File: src/rtl/mul_sequencer.sv
// -----------------------------------------------------------------------------
// mul_sequencer
//
// Iterative shift-add multiplier for the EX stage. It handles mul, mulh and
// mulhu (aluop 0101/0110/0111). The pipeline is stalled through `busy` while
// the multiplier runs one iteration per cycle for WIDTH cycles. The selected
// product word is handed over as a registered result, together with a
// one-cycle `done` pulse.
//
// Ports
//   clk     in   1      system clock, rising edge
//   rst     in   1      asynchronous, active-high reset
//   start   in   1      level: EX-stage instruction is an M-extension R-type op
//   aluop   in   4      0101 mul (low), 0110 mulh (signed high), 0111 mulhu
//   a       in   WIDTH  rs1 operand (forwarded)
//   b       in   WIDTH  rs2 operand (forwarded)
//   busy    out  1      stall request: accepting cycle plus every RUN cycle
//   done    out  1      one-cycle pulse; result is valid, pipeline advances
//   result  out  WIDTH  selected product word, held until the next completion
//
// Timing: start is seen in cycle N, and done/result appear in cycle
// N+WIDTH+1. The latency does not depend on the operand values.
// -----------------------------------------------------------------------------
module mul_sequencer #(
    parameter int unsigned WIDTH = 32
) (
    input  logic             clk,
    input  logic             rst,
    input  logic             start,
    input  logic [3:0]       aluop,
    input  logic [WIDTH-1:0] a,
    input  logic [WIDTH-1:0] b,
    output logic             busy,
    output logic             done,
    output logic [WIDTH-1:0] result
);

    localparam int unsigned PW    = 2 * WIDTH;
    localparam int unsigned CNT_W = (WIDTH > 1) ? $clog2(WIDTH) : 1;

    localparam logic [WIDTH-1:0] ONE_W = WIDTH'(1);
    localparam logic [PW-1:0]    ONE_P = PW'(1);
    localparam logic [CNT_W-1:0] LAST  = CNT_W'(WIDTH - 1);

    typedef enum logic [1:0] {
        S_IDLE,
        S_RUN,
        S_DONE
    } state_t;

    typedef enum logic [1:0] {
        OP_MUL,
        OP_MULH,
        OP_MULHU
    } op_t;

    state_t           state_q,  state_d;
    op_t              op_q,     op_d;
    logic [PW-1:0]    mcand_q,  mcand_d;
    logic [WIDTH-1:0] mplier_q, mplier_d;
    logic             sign_q,   sign_d;
    logic [PW-1:0]    acc_q,    acc_d;
    logic [CNT_W-1:0] cnt_q,    cnt_d;
    logic [WIDTH-1:0] result_q, result_d;

    // Decode of the incoming operation.
    logic             valid_op;
    op_t              op_in;
    logic [WIDTH-1:0] abs_a;
    logic [WIDTH-1:0] abs_b;

    // Datapath values for the current iteration.
    logic [PW-1:0]    acc_sum;
    logic [PW-1:0]    prod;
    logic             busy_c;

    always_comb begin
        valid_op = 1'b1;
        op_in    = OP_MUL;
        unique case (aluop)
            4'b0101: op_in = OP_MUL;
            4'b0110: op_in = OP_MULH;
            4'b0111: op_in = OP_MULHU;
            default: valid_op = 1'b0;
        endcase
    end

    // The magnitude of -2^(W-1) wraps to 2^(W-1). That value is still
    // correct when it is read as a W-bit unsigned number.
    assign abs_a = a[WIDTH-1] ? (~a + ONE_W) : a;
    assign abs_b = b[WIDTH-1] ? (~b + ONE_W) : b;

    assign acc_sum = acc_q + (mplier_q[0] ? mcand_q : '0);
    assign prod    = sign_q ? (~acc_sum + ONE_P) : acc_sum;

    always_comb begin
        state_d  = state_q;
        op_d     = op_q;
        mcand_d  = mcand_q;
        mplier_d = mplier_q;
        sign_d   = sign_q;
        acc_d    = acc_q;
        cnt_d    = cnt_q;
        result_d = result_q;
        busy_c   = 1'b0;
        done     = 1'b0;

        unique case (state_q)
            S_IDLE: begin
                if (start && valid_op) begin
                    busy_c = 1'b1;
                    op_d   = op_in;
                    acc_d  = '0;
                    cnt_d  = '0;
                    if (op_in == OP_MULH) begin
                        mcand_d  = {{WIDTH{1'b0}}, abs_a};
                        mplier_d = abs_b;
                        sign_d   = a[WIDTH-1] ^ b[WIDTH-1];
                    end else begin
                        mcand_d  = {{WIDTH{1'b0}}, a};
                        mplier_d = b;
                        sign_d   = 1'b0;
                    end
                    state_d = S_RUN;
                end
            end

            S_RUN: begin
                busy_c   = 1'b1;
                acc_d    = acc_sum;
                mcand_d  = {mcand_q[PW-2:0], 1'b0};
                mplier_d = {1'b0, mplier_q[WIDTH-1:1]};
                cnt_d    = cnt_q + CNT_W'(1);
                // The product is resolved on the final iteration edge.
                // This keeps result registered and already valid during the
                // DONE cycle.
                if (cnt_q == LAST) begin
                    result_d = (op_q == OP_MUL) ? prod[WIDTH-1:0]
                                                : prod[PW-1:WIDTH];
                    state_d  = S_DONE;
                end
            end

            S_DONE: begin
                done    = 1'b1;
                state_d = S_IDLE;
            end

            default: state_d = S_IDLE;
        endcase
    end

    // Gating with rst drops the stall as soon as reset asserts, even if the
    // stalled instruction is still presenting start.
    assign busy   = busy_c & ~rst;
    assign result = result_q;

    always_ff @(posedge clk or posedge rst) begin
        if (rst) begin
            state_q  <= S_IDLE;
            op_q     <= OP_MUL;
            mcand_q  <= '0;
            mplier_q <= '0;
            sign_q   <= 1'b0;
            acc_q    <= '0;
            cnt_q    <= '0;
            result_q <= '0;
        end else begin
            state_q  <= state_d;
            op_q     <= op_d;
            mcand_q  <= mcand_d;
            mplier_q <= mplier_d;
            sign_q   <= sign_d;
            acc_q    <= acc_d;
            cnt_q    <= cnt_d;
            result_q <= result_d;
        end
    end

endmodule

File: config.mk
export PLATFORM = sky130hd
export DESIGN_NAME = mul_sequencer
export DESIGN_NICKNAME = d
export VERILOG_FILES = /design/src/rtl/mul_sequencer.sv
export SDC_FILE = /design/constraint.sdc
export NUM_CORES = 1
export LEC_CHECK = 0
export ABC_AREA = 1
export CAP_MARGIN = 20
export CELL_PAD_IN_SITES_DETAIL_PLACEMENT = 1
export CELL_PAD_IN_SITES_GLOBAL_PLACEMENT = 2
export CORE_MARGIN = 2
export CORE_UTILIZATION = 33
export DETAILED_ROUTE_END_ITERATION = 10
export HOLD_SLACK_MARGIN = 0.08
export PLACE_DENSITY_LB_ADDON = 0.08
export SETUP_SLACK_MARGIN = 0.3
export SYNTH_ARGS = -nofsm -noshare
export SYNTH_HDL_FRONTEND = slang
export SYNTH_SLANG_ARGS = --single-unit
File: constraint.sdc
create_clock -name clk -period 7.05 [get_ports clk]
set_clock_uncertainty 0.15 [all_clocks]
set_input_delay 0.705 -clock clk [delete_from_list [all_inputs] [get_ports clk]]
set_output_delay 0.705 -clock clk [all_outputs]
set_load 0.01 [all_outputs]
# Yosys cells after proc, flatten, opt, wreduce, memory -nomap -nowiden
# Cells that the tools add are included.
# W data, S select, Z words.
dict set report word_totals {
  ff_bits 202
  in_bits 71
  output_inout_bits 34
  word_cells 61
}
dict set report classes {
  addsub 5
  n_eq_ne 9
  n_mux 24
  bitwise 6
  reduce_logical 9
}
# cell n
set ops {}
lappend ops {{$mux W64} 4}
lappend ops {{$pmux W64 S2} 2}
lappend ops {{$mux W32} 6}
lappend ops {{$add A32 B1 Y32 const B} 2}
lappend ops {{$add A64 B1 Y64 const B} 1}
lappend ops {{$add A64 B64 Y64} 1}
lappend ops {{$not A32 Y32} 2}
lappend ops {{$not A64 Y64} 1}
lappend ops {{$pmux W32 S2} 1}
lappend ops {{$eq A4 B3 Y1 const B} 3}
lappend ops {{$pmux W5 S2} 1}
lappend ops {{$pmux W2 S2} 2}
lappend ops {{$reduce_and A2 Y1} 4}
lappend ops {{$add A5 B1 Y5 const B} 1}
lappend ops {{$eq A5 B5 Y1 const B} 1}
lappend ops {{$mux W5} 1}
lappend ops {{$eq A2 B1 Y1 const B} 2}
lappend ops {{$logic_not A2 Y1} 2}
lappend ops {{$mux W1} 4}
lappend ops {{$mux W2} 2}
lappend ops {{$ne A2 B2 Y1 const B} 2}
lappend ops {{$reduce_or A3 Y1} 1}
lappend ops {{$eq A2 B2 Y1 const B} 1}
lappend ops {{$pmux W1 S2} 1}
lappend ops {{5 further kinds} 5}

# Depth between registers and ports, before layout
dict set report depth {
  word_depth 7
  depth_mapped 29
  mapped_depth_nobuf 27
}

# Least setup slack after synthesis
# No wires, ideal clock.
dict set report synth_path {
  path_type {reg-to-reg}
  from {reg mplier_q[0]}
  to {reg result_q[24], in the netlist result[24]}
  setup_time_ps 78
  arrival_time_ps 3323
  t_required_ps 6822
  slack_ps 3499
  stages_incl_launch_ff 25
  n_path_buf 2
  period_less_slack_ps 3551
  cell_sequence {dfrtp_1 clkbuf_1 clkbuf_1 nand2_1 inv_1 ha_1 inv_1 fa_1 ha_1 inv_1 nor2_1 nand2_1 nor2_1 nand3_1 nor2_2 nand3_1 nor2_1 nand3_1 nor2_1 nand3b_1 nand2_1 nand2_1 nand2_1 nand3_1 a21boi_1}
}
dict set report synth_via {
  elab_chain_cells 6
}
# element line
set synth_lines {}
lappend synth_lines {{from (decl)} 60} ;# logic [WIDTH-1:0] mplier_q, mplier_d;
lappend synth_lines {{from (signal assigned)} 172} ;# mplier_q <= mplier_d;
lappend synth_lines {{$mux W64 *} 93} ;# assign acc_sum = acc_q + (mplier_q[0] ? mcand_q : '0);
lappend synth_lines {{$add A64 B64 Y64 *} 93}
lappend synth_lines {{$not A64 Y64} 94} ;# assign prod = sign_q ? (~acc_sum + ONE_P) : acc_sum;
lappend synth_lines {{$add A64 B1 Y64} 94}
lappend synth_lines {{$mux W64 *} 94}
lappend synth_lines {{$mux W32 *} 138} ;# result_d = (op_q == OP_MUL) ? prod[WIDTH-1:0]
lappend synth_lines {{to (signal assigned)} 176} ;# result_q <= result_d;
lappend synth_lines {{to (decl)} 64} ;# logic [WIDTH-1:0] result_q, result_d;
# Every way passes the cells marked *; elsewhere a longest branch is shown, timed or not.
# A chain may end at the register's enable or synchronous reset.

# Worst setup path after layout
dict set report layout_path {
  from {reg mplier_q[0]}
  to {reg result_q[0], in the netlist result[0]}
}
# The elaborated chain is that of the path after synthesis.

==> summary.md <==
| Metric | Value |
|---|---|
| IO Port Bufs | `104` |
| Storage cell area | `approximately 5100 µm²` |
| CP startpoint kind | `register` |
| CTS max path bufs | `3` |
| Clock Power Share | `0.166` |
| DR DRC count | `0` |
| Place WS | `2.322 ns` |
| Total power | `8682 µW` |
| Most common cell on crit path | `nand2_1` |
| Worst path cell trace | `nand2_1, inv_1, ha_1, inv_1, fa_1, inv_1, nand3_1, nand2_1, nand3_1, nand3_1, nand2_1, nand2_1, nand3_1, nor2_1, nand4_2, nor2_4, nand2_1, nand2_1, o21ai_0, o21ai_1, nand2_1` |
| Clk root buf | `clkbuf_16` |
| Fin crit share | `0.6820` |
| Hold_buf cts | `0` |
| Largest net degree at the start of global routing | `a little over 90` |
| Num rows | `between 80 and 90` |
| Initial core utilization | `0.3337` |
| Tmin final | `4.808 ns` |
| Footprint of the multi-input gates | `between 10,000 and 15,000 µm²` |
| Worst skew pair latency | `0.60 ns` |
| Pwr/cell area | `between 400 and 500 nW/µm²` |
| Share of cells above drive strength 1 | `0.06437` |
| # IOs | `105` |
| Hold Fails Final Rpt | `0` |
| CTS resizes | `0` |
| Post-CTS setup buffer count | `0` |
| Gate power share | `0.615` |
| Syn nets | `around 3,300` |
| Async SR Flop Fraction | `1.000` |
| Final Max Tran Viols | `0` |
| Routed vias/inst | `5.129` |
| Grt ovf | `0` |
| Most common cell after layout, fill and taps aside | `nand2_1` |
| CP max-delay cell | `dfrtp_2` |
| Global-route usage over all layers | `0.2835` |
| CP Max Fanout | `36` |
| Reg clk slew, reported paths | `0.06 ns` |
| Most frequent cells in the layout | `1,164 x nand2_1, 572 x inv_1, 248 x nor2_1` |
| Mapped Avg Cell Area | `5.897 µm²` |
| Pre-antenna DRT Iters | `5` |
| Synth Instances | `3,191` |
| Area Overhead vs Synth | `14.44%` |
| Final ANT Viol Nets | `0` |
| P_int | `3876 µW` |
| FILL cells | `7,608` |
| Worst VDD drop | `0.0002422 V` |
| Ys flop type | `dfrtp_1` |
| Die Ht | `~240 µm` |
| Count of different cell masters after synthesis | `48` |
| Crit path kind | `register to register` |
| Slew @ Worst Pin | `0.9621 ns` |
| Final TNS setup | `0 ns` |
| Sequential cell area fraction in the yosys report | `0.2686` |
| Switch Pwr | `4806 µW` |
| First-pass GRT wire length | `128,300 µm` |
| Vias in the first global route | `21,230` |
| Mean routed wirelength per cell | `20.86 µm` |
| RD Place Congestion | `roughly 0.92` |
| Max Fclk | `0.2080 GHz` |
| Post-Syn Area | `18,820 µm²` |
| Clk sink count | `202` |
| Max-cap viol count | `0` |
| Seq pwr share | `0.219` |
| Antenna cells | `0` |
| RSZ-0062 raised after global routing | `false` |
| P_leak | `around 0.011 µW` |
| Status | `finished clean` |
| Ys Warns | `0` |
| Number of synthesized flops with an enable pin | `0` |
| Hold Path Class | `register to register` |
| Vias | `20,690` |
| Die ar. | `58,950 µm²` |
| Core area | `approximately 56,000 µm²` |
| Crit path largest cell delay | `0.73 ns` |
| Die X | `~240 µm` |
| Sw Share | `0.5536` |
| CTS tree | `built` |
| CP required | `between 7 and 8 ns` |
| Dpl hpwl | `just under 70,000 µm` |
| Crit path DAT | `5.11 ns` |
| Slew headroom | `0.3579` |
| Setup WS post-layout | `2.242 ns` |
| Setup-failing EPs final | `0` |
| CTS buffer count | `27` |
| Critical Path Sink Type | `register` |
| Initial antenna violation count | `1` |
| Seq cells post-synth | `202` |
| Wirelength, routed | `84,150 µm` |
| First DRT Iteration DRCs | `between 1,000 and 1,500` |
| Layout Nets | `3,401` |
| H-tree depth | `1` |
[worst max-delay path, delay by kind of cell, from the launching register on]
| family | cells | cell delay (ns) |
|---|---|---|
| AO/OA/AOI/OAI | 2 | 0.38 |
| flip-flops | 1 | 0.73 |
| AND/OR/NAND/NOR | 14 | 2.42 |
| adder cells (fa/ha/maj) | 2 | 0.70 |
| buffers and inverters | 3 | 0.29 |
[stage by stage]
stage	util	cell area [µm²]	hold slack, ns	cells
4_1_cts	0.3819	21540	0.3451	4034
2_1_floorplan	-	18820	0.2998	3191
6_report	0.3819	21540	0.3409	4034
3_3_place_gp	0.3662	20650	0.3235	3988
5_1_grt	0.3819	21540	0.3679	4034
3_5_place_dp	0.3662	20650	0.3286	3988
[power by group through the flow]
| stage | clock (µW) | sequential, µW | combinational [µW] |
|---|---|---|---|
| finish | 1440 | 1900 | 5340 |
| global route | 1510 | 1950 | 5900 |
| CTS | 1470 | 1900 | 5290 |
| detailed placement | 0 | 1920 | 5260 |
| global placement | 0 | 1900 | 5140 |
| floorplan | 0 | 1790 | 3420 |
[cells by family after synthesis]
| group | Yosys count | share of synthesized area |
|---|---|---|
| simple gates | 1822 | 0.4099 |
| buf+inv | 680 | 0.1359 |
| compound gates | 376 | 0.1193 |
| flops | 202 | 0.2686 |
| fa+ha+maj | 69 | 0.04628 |
| xor+xnor | 42 | 0.01995 |
[state kept, by name, summed over array words and instances, names as in the netlist]
signal    cells
state_q       2
cnt_q         5
acc_q        64
mplier_q     32
sign_q        1
result       32
mcand_q      64
op_q          2
[per-layer routing]
layer,part of all wire,global-route usage,vias up,wire length (µm)
li1,-,-,10100,-
met1,0.49,0.4077,10070,41280
met2,0.44,0.4478,420,36840
met3,0.042,0.02974,106,3513
met4,0.030,0.08174,0,2514
met5,0,0,-,0
[path summary, 6_finish.rpt]
path                               endpoint         from  depth (start not counted)  slack (ns)
worst max-delay path              result[0]  mplier_q[0]                         21        2.24
worst min-delay path            mcand_q[63]  mcand_q[63]                          2        0.34
worst max register to register    result[0]  mplier_q[0]                         21        2.24
worst min register to register  mcand_q[63]  mcand_q[63]                          2        0.34
max in group asynchronous       mplier_q[0]          rst                          3        4.74
min in group asynchronous        state_q[0]          rst                          2        0.53
[cells in the mapped netlist, drive strengths merged (9+ instances only)]
cell type  number  share of area
inv           599           0.12
o22ai          39          0.013
xor2           32          0.015
clkbuf         61          0.012
nand2        1204           0.25
a2bb2oi         9         0.0042
nand3b         14         0.0056
ha             68          0.045
a21oi         108          0.029
xnor2          10         0.0051
o221ai         30          0.014
buf            16         0.0035
dfrtp         202           0.27
o21ai         130          0.035
nor3           39          0.012
o311ai         11         0.0051
nand3         209          0.060
o211ai         13         0.0052
or2            21         0.0070
a21boi         12         0.0048
nor2          286          0.063
nand4          39          0.013
[area by class of cell]
cell class	count	share of cell area
multi-input cells	2309	0.5214
flip-flops and latches	202	0.2348
inverters	603	0.1055
repair buffers	118	0.05322
well taps	756	0.04392
clock buffers	33	0.03335
clock inverters	13	0.007785
(Power assumes the default switching activity.)
